## config.mk

```make
export PLATFORM = sky130hd
export DESIGN_NAME = id_exe_reg
export DESIGN_NICKNAME = d
export VERILOG_FILES = /design/src/rtl/id_exe_reg_pkg.sv /design/src/rtl/id_exe_reg_perf_cnt.sv /design/src/rtl/id_exe_reg.sv
export SDC_FILE = /design/constraint.sdc
export NUM_CORES = 1
export LEC_CHECK = 0
export CAP_MARGIN = 20
export CORE_ASPECT_RATIO = 0.6
export CORE_UTILIZATION = 40
export CTS_BUF_LIST = sky130_fd_sc_hd__clkbuf_8
export CTS_CLUSTER_SIZE = 40
export DETAILED_ROUTE_END_ITERATION = 16
export PLACE_DENSITY_LB_ADDON = 0.2
export SLEW_MARGIN = 25
export SYNTH_ARGS = -nofsm -noshare
export SYNTH_HDL_FRONTEND = slang
export SYNTH_SLANG_ARGS = --single-unit
export TNS_END_PERCENT = 1
```

## constraint.sdc

```tcl
create_clock -name clk_i -period 3.94 [get_ports clk_i]
set_input_delay 0.394 -clock clk_i [delete_from_list [all_inputs] [get_ports clk_i]]
set_output_delay 0.394 -clock clk_i [all_outputs]
set_load 0.02 [all_outputs]
```

## src/rtl/id_exe_reg_pkg.sv

```systemverilog
// Shared RV32I core definitions: datapath widths, canonical encodings and
// the load-detection helper used by the ID->EXE pipeline register.
package id_exe_reg_pkg;

  localparam int ADDR_WIDTH  = 32;
  localparam int DATA_WIDTH  = 32;
  localparam int RADDR_WIDTH = 5;

  localparam logic [31:0] NOP           = 32'h0000_0013;  // addi x0, x0, 0
  localparam logic [31:0] ZERO          = 32'h0000_0000;
  localparam logic [4:0]  ZERO_REG      = 5'd0;
  localparam logic        WRITE_ENABLE  = 1'b1;
  localparam logic        WRITE_DISABLE = 1'b0;
  localparam logic [6:0]  INST_TYPE_L   = 7'b0000011;

  // A load only creates a hazard if it actually writes a real register.
  function automatic logic is_load_wr(input logic [6:0] opcode,
                                      input logic       we,
                                      input logic       rd_nonzero);
    return (opcode == INST_TYPE_L) && (we == WRITE_ENABLE) && rd_nonzero;
  endfunction

endpackage

```

## src/rtl/id_exe_reg_perf_cnt.sv

```systemverilog
// Wrapping event counter with a synchronous clear that overrides increment.
module perf_cnt #(
  parameter int CNT_WIDTH = 32
) (
  input  logic                 clk_i,
  input  logic                 rst_n_i,
  input  logic                 inc_i,
  input  logic                 clr_i,
  output logic [CNT_WIDTH-1:0] cnt_o
);

  logic [CNT_WIDTH-1:0] cnt_q;

  // NOTE: sequential state uses non-blocking (<=) so every flop samples pre-edge values.
  always_ff @(posedge clk_i or negedge rst_n_i) begin
    if (!rst_n_i) begin
      cnt_q <= '0;
    end else if (clr_i) begin
      cnt_q <= '0;
    end else if (inc_i) begin
      cnt_q <= cnt_q + CNT_WIDTH'(1);
    end
  end

  assign cnt_o = cnt_q;

endmodule

```

## src/rtl/id_exe_reg.sv

```systemverilog
// ID->EXE pipeline register: capture, hold on EXE stall, bubble on load-use
// stall, squash on flush; exports load-hazard feedback and perf counters.
module id_exe_reg
  import id_exe_reg_pkg::*;
#(
  parameter int ADDR_WIDTH  = id_exe_reg_pkg::ADDR_WIDTH,
  parameter int DATA_WIDTH  = id_exe_reg_pkg::DATA_WIDTH,
  parameter int RADDR_WIDTH = id_exe_reg_pkg::RADDR_WIDTH,
  parameter int CNT_WIDTH   = 32
) (
  input  logic                   clk_i,
  input  logic                   rst_n_i,
  input  logic [DATA_WIDTH-1:0]  inst_i,
  input  logic [ADDR_WIDTH-1:0]  inst_addr_i,
  input  logic [DATA_WIDTH-1:0]  op1_i,
  input  logic [DATA_WIDTH-1:0]  op2_i,
  input  logic                   reg_we_i,
  input  logic [RADDR_WIDTH-1:0] reg_waddr_i,
  input  logic                   stall_id_i,
  input  logic                   stall_exe_i,
  input  logic                   flush_i,
  input  logic                   cnt_clr_i,
  output logic [DATA_WIDTH-1:0]  inst_o,
  output logic [ADDR_WIDTH-1:0]  inst_addr_o,
  output logic [DATA_WIDTH-1:0]  op1_o,
  output logic [DATA_WIDTH-1:0]  op2_o,
  output logic                   reg_we_o,
  output logic [RADDR_WIDTH-1:0] reg_waddr_o,
  output logic                   valid_o,
  output logic                   pre_inst_is_load_o,
  output logic [RADDR_WIDTH-1:0] exe_rd_o,
  output logic [CNT_WIDTH-1:0]   bubble_cnt_o,
  output logic [CNT_WIDTH-1:0]   flush_cnt_o
);

  logic [DATA_WIDTH-1:0]  inst_q;
  logic [ADDR_WIDTH-1:0]  inst_addr_q;
  logic [DATA_WIDTH-1:0]  op1_q, op2_q;
  logic                   reg_we_q;
  logic [RADDR_WIDTH-1:0] reg_waddr_q;
  logic                   valid_q;
  logic                   is_load_q;
  logic                   is_load_d;
  logic                   bubble_inc;

  assign is_load_d  = is_load_wr(inst_i[6:0], reg_we_i,
                                 reg_waddr_i != RADDR_WIDTH'(ZERO_REG));
  // Load-use bubbles are only inserted when neither a flush nor an EXE hold wins.
  assign bubble_inc = stall_id_i && !stall_exe_i && !flush_i;

  // NOTE: every pipeline flop is async-reset to the bubble state so EXE never sees X after reset.
  always_ff @(posedge clk_i or negedge rst_n_i) begin
    if (!rst_n_i) begin
      inst_q      <= DATA_WIDTH'(NOP);
      inst_addr_q <= ADDR_WIDTH'(ZERO);
      op1_q       <= DATA_WIDTH'(ZERO);
      op2_q       <= DATA_WIDTH'(ZERO);
      reg_we_q    <= WRITE_DISABLE;
      reg_waddr_q <= RADDR_WIDTH'(ZERO_REG);
      valid_q     <= 1'b0;
      is_load_q   <= 1'b0;
    end else if (flush_i || (stall_id_i && !stall_exe_i)) begin
      inst_q      <= DATA_WIDTH'(NOP);
      inst_addr_q <= ADDR_WIDTH'(ZERO);
      op1_q       <= DATA_WIDTH'(ZERO);
      op2_q       <= DATA_WIDTH'(ZERO);
      reg_we_q    <= WRITE_DISABLE;
      reg_waddr_q <= RADDR_WIDTH'(ZERO_REG);
      valid_q     <= 1'b0;
      is_load_q   <= 1'b0;
    end else if (!stall_exe_i) begin
      inst_q      <= inst_i;
      inst_addr_q <= inst_addr_i;
      op1_q       <= op1_i;
      op2_q       <= op2_i;
      reg_we_q    <= reg_we_i;
      reg_waddr_q <= reg_waddr_i;
      valid_q     <= 1'b1;
      is_load_q   <= is_load_d;
    end
  end

  assign inst_o             = inst_q;
  assign inst_addr_o        = inst_addr_q;
  assign op1_o              = op1_q;
  assign op2_o              = op2_q;
  assign reg_we_o           = reg_we_q;
  assign reg_waddr_o        = reg_waddr_q;
  assign valid_o            = valid_q;
  assign pre_inst_is_load_o = is_load_q;
  assign exe_rd_o           = reg_waddr_q;

  perf_cnt #(.CNT_WIDTH(CNT_WIDTH)) u_bubble_cnt (
    .clk_i   (clk_i),
    .rst_n_i (rst_n_i),
    .inc_i   (bubble_inc),
    .clr_i   (cnt_clr_i),
    .cnt_o   (bubble_cnt_o)
  );

  perf_cnt #(.CNT_WIDTH(CNT_WIDTH)) u_flush_cnt (
    .clk_i   (clk_i),
    .rst_n_i (rst_n_i),
    .inc_i   (flush_i),
    .clr_i   (cnt_clr_i),
    .cnt_o   (flush_cnt_o)
  );

endmodule
```

=== After elaboration in Yosys (flattened, before gate mapping) ===
Index checks and enable logic that the tools add are counted.
Widths: inputs -> output; s select.

* Logic and storage cells: 44
* Memories kept: 0
* Bits in latches: 0
* Input bits: 140
* Flip-flop bits (word level): 200
* Output and inout port bits: 205
* ROM bits: 0
* RAM bits: 0

* Reduce and logical (&&, ||, !) cells: 10
* Equal/unequal tests: 2
* Add/subtract/negate cells: 2
* Bitwise logic cells: 0
* Muxes and demuxes: 20
* Div/mod/pow operators: 0
* Multiply operators: 0
* Shift-type cells: 0
* $lt $le $gt $ge: 0

{| class="wikitable"
|+ Operators with widths
! kind !! count
|-
| $mux 32 || 12
|-
| $add 32x1->32 const B || 2
|-
| $mux 5 || 2
|-
| $eq 7x2->1 const B || 1
|-
| $mux 1 || 6
|-
| $reduce_bool 5->1 || 1
|-
| $logic_and 1x1->1 || 4
|-
| $reduce_bool 2->1 || 2
|-
| $logic_not 1->1 || 2
|-
| $ne 2x1->1 const B || 1
|-
| $logic_or 1x1->1 || 1
|}

=== Logic depth before layout (Yosys ltp) ===
* Depth after elaboration: 5
* Mapped depth: 7
* Depth with buffers taken out: 5

=== By module ===
Synthesis repeated with hierarchy kept, for this count alone.

* Cells, all modules: 671
* Area total of the unflattened synthesis: 8260.4 µm²

{| class="wikitable"
|+ Modules (own cells, without submodules)
! module !! area an instance (µm²) !! seq. area each (µm²) !! times used !! cells an instance
|-
| id_exe_reg || 4899.7 || 3407.0 || 1 || 319
|-
| perf_cnt || 1680.4 || 800.8 || 2 || 176
|}

=== Least setup slack after synthesis ===
OpenSTA, ideal clock, no wires.

* Path type: register to register
* Start point: register u_flush_cnt.cnt_q[2], in the netlist u_flush_cnt.cnt_o[2]
* End point: register u_flush_cnt.cnt_q[29], in the netlist u_flush_cnt.cnt_o[29]
* Path slack: 1.892 ns
* Buffers on the path: 1
* Period minus slack after synthesis: 2.048 ns
* Data required time: 3.862 ns
* Library setup time: 0.078 ns
* Stages on the path, launching flop included: 6
* Arrival time: 1.970 ns
* Cell sequence: dfrtp_1 > nand4_4 > or4_1 > buf_2 > or4_1 > a21oi_1

* Longest elaborated chain between the ends: 3

{| class="wikitable"
|+ Ends and longest elaborated chain
! item !! RTL line !! RTL
|-
| start, declared || id_exe_reg_perf_cnt.sv:12 || <nowiki>logic [CNT_WIDTH-1:0] cnt_q;</nowiki>
|-
| start signal, assigned || id_exe_reg_perf_cnt.sv:21 || <nowiki>cnt_q <= cnt_q + CNT_WIDTH'(1);</nowiki>
|-
| $add 32x1->32 || id_exe_reg_perf_cnt.sv:21 ||
|-
| $mux 32 || id_exe_reg_perf_cnt.sv:20 || <nowiki>end else if (inc_i) begin</nowiki>
|-
| $mux 32 || id_exe_reg_perf_cnt.sv:18 || <nowiki>end else if (clr_i) begin</nowiki>
|}

No other way between the ends. The select of a mux whose other input is x is not followed.
A chain may end at the register's enable or synchronous reset.

=== Worst setup path after layout ===
* Start point: input port flush_i
* End point: register u_flush_cnt.cnt_q[29], in the netlist u_flush_cnt.cnt_o[29]

* Longest elaborated chain between the ends: 1

{| class="wikitable"
|+ Ends and longest elaborated chain
! item !! RTL line !! RTL
|-
| start, declared || id_exe_reg.sv:21 || <nowiki>input logic flush_i,</nowiki>
|-
| $reduce_bool 2->1 (no source line) || - ||
|}

No other way between the ends.

==> impl_metrics.csv <==
group,metric,value,unit
setup_path,crit_top_cell,"or4_1",
detailed_routing,antenna_left,0,
yosys,ys_warn_count,0,
setup_path,r2r_slack,1.57,ns
layout,n_antenna_cell,0,
yosys,ys_types,37,
setup_path,crit_chain,"clkdlybuf4s50_1, nand4_4, or4_1, or4_1, a21oi_1",
placed_design,gp_congestion,0.822,
yosys,synth_area_leaders,"dfrtp_1 (60%), a22o_1 (14%), or4_1 (2.9%), o31ai_1 (2.7%), a21oi_1 (2.4%)",
layout,area_growth_syn_to_layout,51.1,%
global_route,use_met1,32.0,%
setup_path,slowest_stage,"clkdlybuf4s50_1",
timing,clock_skew,0.0149,ns
yosys,yosysTopAreaCellShare,60.2,%
setup_path,required,4.34,ns
job,cap_violations,0,
placed_design,placed_area,0.0119,mm^2
die,io-pin-count,345,
pwr,ir_worst_vdd,0.204,mV
clocking,cts_buffers,17,
global_route,grt_use_met3,6.54,%
setup_path,crit_arrival,3.04,ns
timing,final-hold-violation-count,0,
detailed_routing,firstDrtPassIters,4,
global_route,use_met2,35.6,%
clocking,cts_max_level,4,
setup_path,endpoint_kind,"flop",
pwr,p_total,4.14,mW
setup_path,cp-start-kind,"primary input",
timing,max_freq,379,MHz
global_route,grt_pass1_wl,37800,um
global_route,grt.busiest_layer,"met2",
placed_design,pre_cts_ws,0.818,ns
timing,drv_slew,0,
detailed_routing,drtIter0Drc,493,
timing,relSlewSlack,41.6,%
pwr,powerDensity,335,mW/mm^2
setup_path,crit_type,"in -> reg",
die,start_util,40.9,%
layout,final_cell_area,0.0124,mm^2
timing,tightest_slew,0.873,ns
clocking,clock_path_buffers,2,
layout,final_cells,1280,
timing,hold_slack,0.436,ns
setup_path,max_stage_delay,0.87,ns
placed_design,dpl.cell_count,1247,
detailed_routing,routed_wl,24300,um
placed_design,portBuffers,344,
yosys,syn_inst,675,
setup_path,crit_path_max_fanout,19,
timing,finalCriticalPeriod,2.64,ns
clocking,clock_sinks,200,
detailed_routing,drt-vias-per-instance,5.39,
detailed_routing,vias,6898,
timing,rsz0062_at_grt,"false",
outcome,status,"finished clean",
yosys,synthesis.nets,817,
yosys,synthArstFlopShare,100,%
yosys,ys.flop_type,"dfrtp_1",
layout,nets,1136,
global_route,grt-ovfl-total,0,
yosys,syn_avg_cell_area,12.1,um^2
global_route,grt_antenna_before_repair,0,
pwr,p_leak,5.12,nW
timing,finalSetupTns,0,ns
layout,fin_util,61.8,%
timing,min_period_over_period,67.0,%
clocking,cts_tree,"built",
global_route,grt.total_usage,23.0,%
die,die_w,187,um
yosys,synth_edf_count,0,
die,core,0.0200,mm^2
timing,setup_ws,1.30,ns
clocking,insertion_delay,0.47,ns
timing,setup_viol,0,
die,die_h,113,um
layout,num-fill-cells,1652,
die,rows,40,
layout,drive_gt1_share,5.06,%
yosys,yosysSeqAreaShare,61.2,%
detailed_routing,drc,0,
die,die-area,0.0211,mm^2
yosys,synth.cell_area,0.00818,mm^2
clocking,root_buffer,"clkbuf_8",
placed_design,dp_hpwl,17200,um
detailed_routing,wl_per_cell,19.0,um
global_route,grt_max_degree,84,
worst_hold_path,hp-class,"in -> reg",
global_route,grt_pass1_vias,6519,
yosys,ys_ff_latch,200,
yosys,yosys.area.top_type,"dfrtp_1",
clocking,clkTransAtPathRegs,0.10,ns
==> layer usage <==
layer | wire [um] | vias up
met5 | 0 | -
met2 | 11500 | 231
met1 | 11000 | 3423
met4 | 254 | 0
li1 | - | 3227
met3 | 1640 | 17
==> critical path: cells and delay by family <==
kind	cells	cell delay [ns]
AND/OR/NAND/NOR	3	1.62
buffers and inverters	1	0.87
AO/OA/AOI/OAI	1	0.15
==> layout by cell type, fill, tap and decap left out, types with 5 or more instances in the layout <==
cell             synthesis  routed
or4_1                   32      32
and4_1                   8       8
a22o_1                 131     131
or3_1                   13      13
nor2_1                  27      27
nor3_1                   6       5
clkdlybuf4s50_1          0     342
xnor2_1                 12      12
dfrtp_1                197     197
bufinv_16                0       5
a21oi_1                 39      39
buf_12                   0       6
inv_1                    5       7
xor2_1                  10      10
clkbuf_8                 0      19
o21ai_0                  9       9
nand3_1                 24      24
nand4_1                 17      17
nor4_1                   8       8
o31ai_1                 29      29
and3_1                   5       5
nand2_1                 23      23
==> cells in the mapped netlist (3+ instances only) <==
cell type	count
dfstp_2	3
nand4_1	17
nor4_1	8
xnor2_1	12
o22a_1	3
or4_1	32
nand2_1	23
o21ai_0	9
nor3_1	6
inv_1	5
a21oi_1	39
clkbuf_1	47
a22o_1	131
xor2_1	10
buf_4	5
and3_1	5
nor2_1	27
dfrtp_1	197
or3_1	13
o31ai_1	29
and4_1	8
nand3_1	24
==> state kept, by name, summed over array words and instances, names as in the netlist <==
register,count
inst_addr_o,32
inst_o,32
op1_o,32
op2_o,32
u_bubble_cnt.cnt_o,32
u_flush_cnt.cnt_o,32
exe_rd_o,5
pre_inst_is_load_o,1
reg_we_o,1
valid_o,1
==> cell families (layout without fill, tap and decap cells) <==
group,Yosys count,count (layout),synth area share (%)
muxes,3,3,0.382
AOI/OAI and AO/OA,214,214,20.3
buffers and inverters,60,392,3.01
xor gates and xnor gates,22,22,2.35
DFF,200,200,61.2
adders and majority gates,2,2,0.306
and+or+nand+nor,174,174,12.4
==> power breakdown <==
group	switching (mW)	total (mW)	leakage, nW	internal, mW
logic	0.240	0.512	2.14	0.271
clock network	0.719	1.49	0.239	0.767
registers	0.0360	2.14	2.74	2.11
total	0.995	4.14	5.12	3.15
==> worst paths after layout <==
check | depth (start not counted) | to | start
max in group asynchronous | 3 | inst_o[24]$_DFFE_PN0P_ | rst_n_i
worst min register to register | 2 | valid_o$_DFFE_PN0P_ | valid_o$_DFFE_PN0P_
worst max register to register | 4 | u_bubble_cnt.cnt_o[24]$_DFFE_PN0P_ | u_bubble_cnt.cnt_o[8]$_DFFE_PN0P_
min in group asynchronous | 2 | op1_o[2]$_DFFE_PN0P_ | rst_n_i
worst max-delay path | 5 | u_flush_cnt.cnt_o[29]$_DFFE_PN0P_ | flush_i
worst min-delay path | 2 | u_flush_cnt.cnt_o[12]$_DFFE_PN0P_ | cnt_clr_i
==> area by class of cell <==
class | instances | area [um^2] | share of cell area (%)
repair buffers | 355 | 3600 | 29.1
well taps | 273 | 342 | 2.76
clock inverters | 14 | 204 | 1.65
clock buffers | 18 | 248 | 2.00
inverters | 5 | 18.8 | 0.152
multi-input cells | 415 | 2940 | 23.8
flip-flops and latches | 200 | 5010 | 40.5
==> timing repair <==
action | in CTS | in global routing
hold buffers | 1 | 0
gates resized for setup | 0 | 0
buffers inserted | 0 | 0
hold endpoints to repair | 77 | 0
Power figures use the tool's default switching activity.
